$ cat src/rtl/dft_seq_pkg.sv
// -----------------------------------------------------------------------------
// dft_seq_pkg
// Shared definitions for the scan test sequencer:
//   - default chain / primary-input / primary-output / pattern-counter sizes
//   - the sequencer state enumeration
//   - cnt_width(): number of bits needed to count 0..n-1 (minimum 1)
// -----------------------------------------------------------------------------
package dft_seq_pkg;

    localparam int DEF_CHAIN_LEN = 14;
    localparam int DEF_PI_W      = 3;
    localparam int DEF_PO_W      = 6;
    localparam int DEF_CNT_W     = 16;

    typedef enum logic [2:0] {
        ST_IDLE    = 3'd0,
        ST_FETCH   = 3'd1,
        ST_HOLD    = 3'd2,
        ST_SHIFT   = 3'd3,
        ST_CAPTURE = 3'd4,
        ST_FLUSH   = 3'd5,
        ST_DONE    = 3'd6
    } seq_state_e;

    // Ceiling log2 with a floor of one bit, usable in parameter context.
    function automatic int cnt_width(input int n);
        int w;
        w = 1;
        while ((1 << w) < n) begin
            w = w + 1;
        end
        return w;
    endfunction

endpackage

$ cat src/rtl/scan_test_sequencer_if.sv
// -----------------------------------------------------------------------------
// scan_test_sequencer_if
// Pattern input stream and response output stream of the scan sequencer.
//   Pattern stream : PAT_VALID/PAT_READY handshake, PAT_STATE (chain load,
//                    bit i -> cell i), PAT_PI (capture-time inputs), PAT_LAST.
//   Response stream: RSP_VALID/RSP_READY handshake, RSP_STATE (unloaded chain,
//                    cell i in bit i), RSP_PO (outputs sampled at capture).
// modport master : pattern source / response consumer (tester side)
// modport slave  : the sequencer
// -----------------------------------------------------------------------------
interface scan_test_sequencer_if #(
    parameter int CHAIN_LEN = dft_seq_pkg::DEF_CHAIN_LEN,
    parameter int PI_W      = dft_seq_pkg::DEF_PI_W,
    parameter int PO_W      = dft_seq_pkg::DEF_PO_W
);
    logic                 PAT_VALID;
    logic                 PAT_READY;
    logic [CHAIN_LEN-1:0] PAT_STATE;
    logic [PI_W-1:0]      PAT_PI;
    logic                 PAT_LAST;

    logic                 RSP_VALID;
    logic                 RSP_READY;
    logic [CHAIN_LEN-1:0] RSP_STATE;
    logic [PO_W-1:0]      RSP_PO;

    modport master (
        output PAT_VALID, PAT_STATE, PAT_PI, PAT_LAST, RSP_READY,
        input  PAT_READY, RSP_VALID, RSP_STATE, RSP_PO
    );

    modport slave (
        input  PAT_VALID, PAT_STATE, PAT_PI, PAT_LAST, RSP_READY,
        output PAT_READY, RSP_VALID, RSP_STATE, RSP_PO
    );
endinterface

$ cat src/rtl/scan_shift_unit.sv
// -----------------------------------------------------------------------------
// scan_shift_unit
// Datapath for one chain pass: pattern shift-out register, SO collect
// register and the shift-cycle counter.
//   clk, rst        : clock, synchronous active-high reset
//   clear_i         : zero all state (session start)
//   load_i          : load pat_i and restart the counter
//   shift_i         : advance one scan cycle
//   pat_i           : chain load value, bit 0 is shifted out first
//   so_i            : scan-out bit from chain cell 0
//   si_o            : bit to present on scan-in this cycle
//   last_bit_o      : current shift cycle is the final one of the pass
//   collect_next_o  : collect register including this cycle's SO bit
// -----------------------------------------------------------------------------
module scan_shift_unit
    import dft_seq_pkg::*;
#(
    parameter int CHAIN_LEN = DEF_CHAIN_LEN
) (
    input  logic                 clk,
    input  logic                 rst,
    input  logic                 clear_i,
    input  logic                 load_i,
    input  logic                 shift_i,
    input  logic [CHAIN_LEN-1:0] pat_i,
    input  logic                 so_i,
    output logic                 si_o,
    output logic                 last_bit_o,
    output logic [CHAIN_LEN-1:0] collect_next_o
);
    localparam int SC_W = cnt_width(CHAIN_LEN);

    logic [CHAIN_LEN-1:0] pat_q, pat_d;
    logic [CHAIN_LEN-1:0] col_q, col_d;
    logic [SC_W-1:0]      cnt_q, cnt_d;

    // SO enters at the top so the first bit unloaded (cell 0) ends in bit 0.
    assign collect_next_o = {so_i, col_q[CHAIN_LEN-1:1]};
    assign si_o           = pat_q[0];
    assign last_bit_o     = (cnt_q == SC_W'(CHAIN_LEN - 1));

    // Next-state for pattern, collect and counter registers.
    always_comb begin
        pat_d = pat_q;
        col_d = col_q;
        cnt_d = cnt_q;
        if (clear_i) begin
            pat_d = {CHAIN_LEN{1'b0}};
            col_d = {CHAIN_LEN{1'b0}};
            cnt_d = {SC_W{1'b0}};
        end else if (load_i) begin
            pat_d = pat_i;
            cnt_d = {SC_W{1'b0}};
        end else if (shift_i) begin
            pat_d = {1'b0, pat_q[CHAIN_LEN-1:1]};
            col_d = collect_next_o;
            // Counter wraps to zero as the pass ends.
            if (last_bit_o) begin
                cnt_d = {SC_W{1'b0}};
            end else begin
                cnt_d = cnt_q + SC_W'(1);
            end
        end else begin
            pat_d = pat_q;
        end
    end

    // State registers with synchronous reset.
    always_ff @(posedge clk) begin
        if (rst) begin
            pat_q <= {CHAIN_LEN{1'b0}};
            col_q <= {CHAIN_LEN{1'b0}};
            cnt_q <= {SC_W{1'b0}};
        end else begin
            pat_q <= pat_d;
            col_q <= col_d;
            cnt_q <= cnt_d;
        end
    end

endmodule

$ cat src/rtl/scan_test_sequencer.sv
// -----------------------------------------------------------------------------
// scan_test_sequencer
// Runs full-scan sessions on a muxed-D scan chain: fetch a pattern, shift it
// in while the previous capture shifts out, capture, repeat; a final flush
// unloads the last capture. The sequencer owns the core clock enable, so the
// core is frozen whenever the sequencer waits for a pattern or a consumer.
//   CK, RST   : clock, synchronous active-high reset
//   START     : one-cycle pulse starting a session (only honoured in IDLE)
//   bus       : pattern and response valid/ready streams (slave side)
//   SE, SI    : scan enable / scan-in to the core;  SO : scan-out from cell 0
//   CUT_PI    : core primary inputs (latched pattern PI)
//   CUT_PO    : core primary outputs, sampled at capture
//   CUT_CKEN  : core clock enable
//   BUSY      : not IDLE;  DONE : one-cycle end-of-session pulse
//   PAT_CNT   : captures performed this session (saturating)
// -----------------------------------------------------------------------------
module scan_test_sequencer
    import dft_seq_pkg::*;
#(
    parameter int CHAIN_LEN = DEF_CHAIN_LEN,
    parameter int PI_W      = DEF_PI_W,
    parameter int PO_W      = DEF_PO_W,
    parameter int CNT_W     = DEF_CNT_W
) (
    input  logic                       CK,
    input  logic                       RST,
    input  logic                       START,
    scan_test_sequencer_if.slave       bus,
    output logic                       SE,
    output logic                       SI,
    input  logic                       SO,
    output logic [PI_W-1:0]            CUT_PI,
    input  logic [PO_W-1:0]            CUT_PO,
    output logic                       CUT_CKEN,
    output logic                       BUSY,
    output logic                       DONE,
    output logic [CNT_W-1:0]           PAT_CNT
);
    seq_state_e           state_q, state_d;
    logic [PI_W-1:0]      pi_q, pi_d;
    logic                 last_q, last_d;
    logic                 pending_q, pending_d;   // a capture waits in the chain
    logic                 last_cap_q, last_cap_d; // final capture done, flush next
    logic [PO_W-1:0]      po_q, po_d;
    logic                 rsp_valid_q, rsp_valid_d;
    logic [CHAIN_LEN-1:0] rsp_state_q, rsp_state_d;
    logic [PO_W-1:0]      rsp_po_q, rsp_po_d;
    logic [CNT_W-1:0]     pat_cnt_q, pat_cnt_d;

    logic                 load_s, shift_s, clear_s;
    logic                 si_s, last_bit_s;
    logic [CHAIN_LEN-1:0] collect_s;

    scan_shift_unit #(
        .CHAIN_LEN (CHAIN_LEN)
    ) u_shift (
        .clk            (CK),
        .rst            (RST),
        .clear_i        (clear_s),
        .load_i         (load_s),
        .shift_i        (shift_s),
        .pat_i          (bus.PAT_STATE),
        .so_i           (SO),
        .si_o           (si_s),
        .last_bit_o     (last_bit_s),
        .collect_next_o (collect_s)
    );

    assign SE            = (state_q == ST_SHIFT) || (state_q == ST_FLUSH);
    assign CUT_CKEN      = SE || (state_q == ST_CAPTURE);
    assign SI            = (state_q == ST_SHIFT) ? si_s : 1'b0;
    assign CUT_PI        = pi_q;
    assign BUSY          = (state_q != ST_IDLE);
    assign DONE          = (state_q == ST_DONE);
    assign PAT_CNT       = pat_cnt_q;
    assign bus.PAT_READY = (state_q == ST_FETCH);
    assign bus.RSP_VALID = rsp_valid_q;
    assign bus.RSP_STATE = rsp_state_q;
    assign bus.RSP_PO    = rsp_po_q;

    // Next-state, datapath strobes and response register updates.
    always_comb begin
        state_d     = state_q;
        pi_d        = pi_q;
        last_d      = last_q;
        pending_d   = pending_q;
        last_cap_d  = last_cap_q;
        po_d        = po_q;
        rsp_state_d = rsp_state_q;
        rsp_po_d    = rsp_po_q;
        pat_cnt_d   = pat_cnt_q;
        load_s      = 1'b0;
        shift_s     = 1'b0;
        clear_s     = 1'b0;

        // Consumer pop; a load below can only happen while empty.
        if (rsp_valid_q && bus.RSP_READY) begin
            rsp_valid_d = 1'b0;
        end else begin
            rsp_valid_d = rsp_valid_q;
        end

        case (state_q)
            ST_IDLE: begin
                if (START) begin
                    state_d    = ST_FETCH;
                    pat_cnt_d  = {CNT_W{1'b0}};
                    pending_d  = 1'b0;
                    last_cap_d = 1'b0;
                    clear_s    = 1'b1;
                end else begin
                    state_d = ST_IDLE;
                end
            end
            ST_FETCH: begin
                if (bus.PAT_VALID) begin
                    pi_d   = bus.PAT_PI;
                    last_d = bus.PAT_LAST;
                    load_s = 1'b1;
                    // Unloading into a full holding register would lose data.
                    state_d = rsp_valid_q ? ST_HOLD : ST_SHIFT;
                end else begin
                    state_d = ST_FETCH;
                end
            end
            ST_HOLD: begin
                if (!rsp_valid_q) begin
                    state_d = last_cap_q ? ST_FLUSH : ST_SHIFT;
                end else begin
                    state_d = ST_HOLD;
                end
            end
            ST_SHIFT: begin
                shift_s = 1'b1;
                if (last_bit_s) begin
                    state_d   = ST_CAPTURE;
                    pending_d = 1'b0;
                    if (pending_q) begin
                        rsp_state_d = collect_s;
                        rsp_po_d    = po_q;
                        rsp_valid_d = 1'b1;
                    end else begin
                        rsp_valid_d = rsp_valid_q;
                    end
                end else begin
                    state_d = ST_SHIFT;
                end
            end
            ST_CAPTURE: begin
                po_d      = CUT_PO;
                pending_d = 1'b1;
                if (pat_cnt_q == {CNT_W{1'b1}}) begin
                    pat_cnt_d = pat_cnt_q;
                end else begin
                    pat_cnt_d = pat_cnt_q + CNT_W'(1);
                end
                if (last_q) begin
                    last_cap_d = 1'b1;
                    state_d    = ST_HOLD;
                end else begin
                    state_d = ST_FETCH;
                end
            end
            ST_FLUSH: begin
                shift_s = 1'b1;
                if (last_bit_s) begin
                    rsp_state_d = collect_s;
                    rsp_po_d    = po_q;
                    rsp_valid_d = 1'b1;
                    pending_d   = 1'b0;
                    last_cap_d  = 1'b0;
                    state_d     = ST_DONE;
                end else begin
                    state_d = ST_FLUSH;
                end
            end
            ST_DONE: begin
                state_d = ST_IDLE;
            end
            default: begin
                state_d = ST_IDLE;
            end
        endcase
    end

    // State and datapath registers with synchronous reset.
    always_ff @(posedge CK) begin
        if (RST) begin
            state_q     <= ST_IDLE;
            pi_q        <= {PI_W{1'b0}};
            last_q      <= 1'b0;
            pending_q   <= 1'b0;
            last_cap_q  <= 1'b0;
            po_q        <= {PO_W{1'b0}};
            rsp_valid_q <= 1'b0;
            rsp_state_q <= {CHAIN_LEN{1'b0}};
            rsp_po_q    <= {PO_W{1'b0}};
            pat_cnt_q   <= {CNT_W{1'b0}};
        end else begin
            state_q     <= state_d;
            pi_q        <= pi_d;
            last_q      <= last_d;
            pending_q   <= pending_d;
            last_cap_q  <= last_cap_d;
            po_q        <= po_d;
            rsp_valid_q <= rsp_valid_d;
            rsp_state_q <= rsp_state_d;
            rsp_po_q    <= rsp_po_d;
            pat_cnt_q   <= pat_cnt_d;
        end
    end

endmodule

$ cat src/flat_wrapper.sv
// flat-port wrapper written by rule: the top's interface ports become plain ports
module scan_test_sequencer_flat import dft_seq_pkg::*;
#(
    parameter int CHAIN_LEN = DEF_CHAIN_LEN,
    parameter int PI_W      = DEF_PI_W,
    parameter int PO_W      = DEF_PO_W,
    parameter int CNT_W     = DEF_CNT_W
)
  (CK, RST, START, SE, SI, SO, CUT_PI, CUT_PO, CUT_CKEN, BUSY, DONE, PAT_CNT, bus_PAT_VALID, bus_PAT_STATE, bus_PAT_PI, bus_PAT_LAST, bus_RSP_READY, bus_PAT_READY, bus_RSP_VALID, bus_RSP_STATE, bus_RSP_PO);
  scan_test_sequencer_if #(.CHAIN_LEN(CHAIN_LEN), .PI_W(PI_W), .PO_W(PO_W)) bus_i ();
  input  logic CK;
  input  logic RST;
  input  logic START;
  output logic SE;
  output logic SI;
  input  logic SO;
  output logic [PI_W-1:0] CUT_PI;
  input  logic [PO_W-1:0] CUT_PO;
  output logic CUT_CKEN;
  output logic BUSY;
  output logic DONE;
  output logic [CNT_W-1:0] PAT_CNT;
  input wire logic [$bits(bus_i.PAT_VALID)-1:0] bus_PAT_VALID;
  input wire logic [$bits(bus_i.PAT_STATE)-1:0] bus_PAT_STATE;
  input wire logic [$bits(bus_i.PAT_PI)-1:0] bus_PAT_PI;
  input wire logic [$bits(bus_i.PAT_LAST)-1:0] bus_PAT_LAST;
  input wire logic [$bits(bus_i.RSP_READY)-1:0] bus_RSP_READY;
  output wire logic [$bits(bus_i.PAT_READY)-1:0] bus_PAT_READY;
  output wire logic [$bits(bus_i.RSP_VALID)-1:0] bus_RSP_VALID;
  output wire logic [$bits(bus_i.RSP_STATE)-1:0] bus_RSP_STATE;
  output wire logic [$bits(bus_i.RSP_PO)-1:0] bus_RSP_PO;
  assign bus_i.PAT_VALID = bus_PAT_VALID;
  assign bus_i.PAT_STATE = bus_PAT_STATE;
  assign bus_i.PAT_PI = bus_PAT_PI;
  assign bus_i.PAT_LAST = bus_PAT_LAST;
  assign bus_i.RSP_READY = bus_RSP_READY;
  assign bus_PAT_READY = bus_i.PAT_READY;
  assign bus_RSP_VALID = bus_i.RSP_VALID;
  assign bus_RSP_STATE = bus_i.RSP_STATE;
  assign bus_RSP_PO = bus_i.RSP_PO;
  scan_test_sequencer #(.CHAIN_LEN(CHAIN_LEN), .PI_W(PI_W), .PO_W(PO_W), .CNT_W(CNT_W)) u_core (.CK(CK), .RST(RST), .START(START), .bus(bus_i), .SE(SE), .SI(SI), .SO(SO), .CUT_PI(CUT_PI), .CUT_PO(CUT_PO), .CUT_CKEN(CUT_CKEN), .BUSY(BUSY), .DONE(DONE), .PAT_CNT(PAT_CNT));
endmodule
$ cat config.mk
export PLATFORM = sky130hd
export DESIGN_NAME = scan_test_sequencer_flat
export DESIGN_NICKNAME = d
export VERILOG_FILES = /design/src/rtl/dft_seq_pkg.sv /design/src/rtl/scan_test_sequencer_if.sv /design/src/rtl/scan_shift_unit.sv /design/src/rtl/scan_test_sequencer.sv /design/src/flat_wrapper.sv
export SDC_FILE = /design/constraint.sdc
export NUM_CORES = 1
export LEC_CHECK = 0
export ABC_AREA = 1
export CAP_MARGIN = 20
export CORE_ASPECT_RATIO = 0.8
export CORE_UTILIZATION = 45
export DETAILED_ROUTE_END_ITERATION = 10
export PLACE_DENSITY = 0.71
export SKIP_CTS_REPAIR_TIMING = 1
export SYNTH_ARGS = -nofsm -noshare
export SYNTH_HDL_FRONTEND = slang
export SYNTH_SLANG_ARGS = --single-unit
$ cat constraint.sdc
create_clock -name CK -period 2.6 [get_ports CK]
set_input_delay 0.52 -clock CK [delete_from_list [all_inputs] [get_ports CK]]
set_output_delay 0.52 -clock CK [all_outputs]
set_load 0.02 [all_outputs]
==> impl_metrics.env <==
export IMPL_outcome="complete, no violations"
export IMPL_grt_pass1_wl_mm=15.9
export IMPL_finalPower_mw=2.69
export IMPL_startpoint_type="flip-flop"
export IMPL_synth_top_cells_by_area="dfxtp_1, nand2_1, nor2_1"
export IMPL_place_congestion=0.878
export IMPL_synth_top_area_share=0.448
export IMPL_worstHoldEndpoint="u_core.bus.RSP_STATE[3]"
export IMPL_leakage_nw=1.77
export IMPL_rr_worst_depth=8
export IMPL_gr_usage_all_layers=0.225
export IMPL_rsz0062_at_grt="no"
export IMPL_crit_type="reg2out"
export IMPL_drtPass1Iterations=5
export IMPL_dr_first_iter_drc_count=212
export IMPL_power_density_mw_per_mm2=567
export IMPL_syn_inst=533
export IMPL_area_delta_synth_final_pct=27.9
export IMPL_max_stage_delay_ns=0.60
export IMPL_layout_nets=636
export IMPL_final_hold_viol_count=0
export IMPL_r2r_start="u_core.state_q[0]"
export IMPL_rows=29
export IMPL_cp_common_cell="inv_2"
export IMPL_drv_slew=0
export IMPL_path_cells="inv_2, nor2_2, nand2_2, nand2_4, inv_2, nand2_1, clkdlybuf4s50_1"
export IMPL_clk_path_buf_depth=2
export IMPL_viasPerCell=5.19
export IMPL_synth_cell_types=28
export IMPL_fin_crit_sh=0.937
export IMPL_grt_overflow=0
export IMPL_initial_utilization=0.467
export IMPL_hold_depth=2
export IMPL_layout_min_cycle_time_ns=2.44
export IMPL_antenna_found_initial=0
export IMPL_final_cell_mix="nand2_1, dfxtp_1, nor2_1"
export IMPL_path_clk_slew_ns=0.09
export IMPL_die_w_um=104
export IMPL_critPathSlowestCell="clkdlybuf4s50_1"
export IMPL_setup_viol=0
export IMPL_post_route_util=0.597
export IMPL_hold_path_startpoint="u_core.bus.RSP_STATE[3]"
export IMPL_yosysWarnings=0
export IMPL_tns_ns=0
export IMPL_tritoncts="built"
export IMPL_dp_hpwl_mm=6.62
export IMPL_drv_cap=0
export IMPL_crit_path_max_fanout=5
export IMPL_finClkSkew_ns=0.00867
export IMPL_cp_arrival_ns=1.92
export IMPL_ctsHtreeMaxLevel=3
export IMPL_avgRoutedWirePerCell_um=13.0
export IMPL_coreArea_mm2=0.00795
export IMPL_mappedNetlistArea_mm2=0.00371
export IMPL_fmax_ghz=0.410
export IMPL_clock_sinks=83
export IMPL_dieArea_mm2=0.00862
export IMPL_worstPathRequired_ns=2.08
export IMPL_ir_worst_vdd_v=0.000384
export IMPL_layout_commonest_cell="nand2_1"
export IMPL_cts_root_buffer="clkbuf_8"
export IMPL_netlist_top_cell_by_area="dfxtp_1"
export IMPL_vias=3729
export IMPL_final_cells=718
export IMPL_worstSetupEndpointType="primary output"
export IMPL_chipHeight_um=83.2
export IMPL_relSlewSlack=0.646
export IMPL_io_pins=76
export IMPL_ys_seq_elements=83
export IMPL_drc=0
export IMPL_grt_start_max_net_pins=34
export IMPL_drt_wl_total_mm=9.32
export IMPL_ant_nets=0
export IMPL_place_inst=702
export IMPL_port_buffers=75
export IMPL_cts_buffers=9
export IMPL_max_slew_worst_pin_slew_ns=0.527
export IMPL_synth_area_per_cell_um2=6.96
export IMPL_antenna_cells=0
export IMPL_syn_nets=564
export IMPL_holdCritPathClass="reg2reg"
export IMPL_first_global_vias=3380
export IMPL_r2r_slack_ns=0.59
export IMPL_drive_above_1_share=0.0738
export IMPL_ys_seq_area_frac=0.448
export IMPL_reg2reg_to="u_core.bus.RSP_PO[1]"
export IMPL_clkLatencyLatePin_ns=0.35
## registers in the layout, indices dropped and copies added, names as in the netlist
signal / count
u_core.CUT_PI: 3
u_core.PAT_CNT: 16
u_core.bus.RSP_PO: 6
u_core.bus.RSP_STATE: 14
u_core.bus.RSP_VALID: 1
u_core.last_cap_q: 1
u_core.last_q: 1
u_core.pending_q: 1
u_core.po_q: 6
u_core.state_q: 3
u_core.u_shift.cnt_q: 4
u_core.u_shift.col_q: 13
u_core.u_shift.pat_q: 14
## routing by layer
| layer | global-route usage | vias up | part of all wire |
|---|---|---|---|
| li1 | - | 1875 | - |
| met1 | 0.306 | 1696 | 0.47 |
| met2 | 0.358 | 145 | 0.44 |
| met3 | 0.0487 | 13 | 0.071 |
| met4 | 0.0646 | 0 | 0.013 |
| met5 | 0 | - | 0 |
## cell families (layout without fill, tap and decap cells)
| group | after synthesis | after routing | synth area share |
|---|---|---|---|
| compound gates | 93 | 93 | 0.136 |
| buf+inv | 63 | 140 | 0.0755 |
| fa+ha+maj | 1 | 1 | 0.00337 |
| xor+xnor | 1 | 1 | 0.00236 |
| simple gates | 292 | 292 | 0.335 |
| flops | 83 | 83 | 0.448 |
## worst max path at each step
stage / startpoint / endpoint / depth (start not counted) / slack (ns)
after detailed placement: u_core.state_q[0] / CUT_CKEN / 7 / 0.55
final: u_core.state_q[0] / CUT_CKEN / 7 / 0.16
after CTS: u_core.state_q[0] / CUT_CKEN / 7 / 0.15
after global routing: u_core.state_q[0] / CUT_CKEN / 7 / 0.07
after floorplan: u_core.state_q[0] / CUT_CKEN / 7 / 0.90
after global placement: u_core.state_q[0] / CUT_CKEN / 7 / 0.61
## synthesized netlist by cell type, drive strengths merged
master,number
nor3,4
o21a,2
clkbuf,10
or2,3
a31oi,15
buf,14
o21ai,28
ha,1
nand4,8
xor2,1
nand3,49
a21oi,42
nor2,83
nand2,145
o21bai,4
dfxtp,83
o211ai,2
inv,39
## metrics by stage
step           setup WS (ns)  hold WS, ns  instance area, µm²
3_5_place_dp           0.555        0.456                4540
4_1_cts                0.155        0.470                4750
3_3_place_gp           0.607        0.450                4540
2_1_floorplan          0.897        0.434                3710
6_report               0.163        0.467                4750
5_1_grt               0.0659        0.489                4750
## area by class of cell
cell class | count | area, µm²
Clock buffer | 9 | 124
Clock inverter | 7 | 83.8
Fill cell | 751 | 3200
Inverter | 39 | 146
Multi-Input combinational cell | 387 | 1770
Sequential cell | 83 | 1660
Tap cell | 108 | 135
Timing Repair Buffer | 85 | 826
## critical path, delay by kind of cell, from the launching register on
kind / cells / cell delay (ns)
buf+inv: 3 / 0.72
simple gates: 4 / 0.42
flops: 1 / 0.43
## power by group
group          total, mW  leakage, nW  internal (mW)  switching (mW)
sequential          1.35        0.671           1.31          0.0409
combinational      0.380        0.998          0.156           0.224
clock              0.961        0.103          0.462           0.499
total               2.69         1.77           1.93           0.764
No activity file was read; power rests on OpenSTA's default activity.
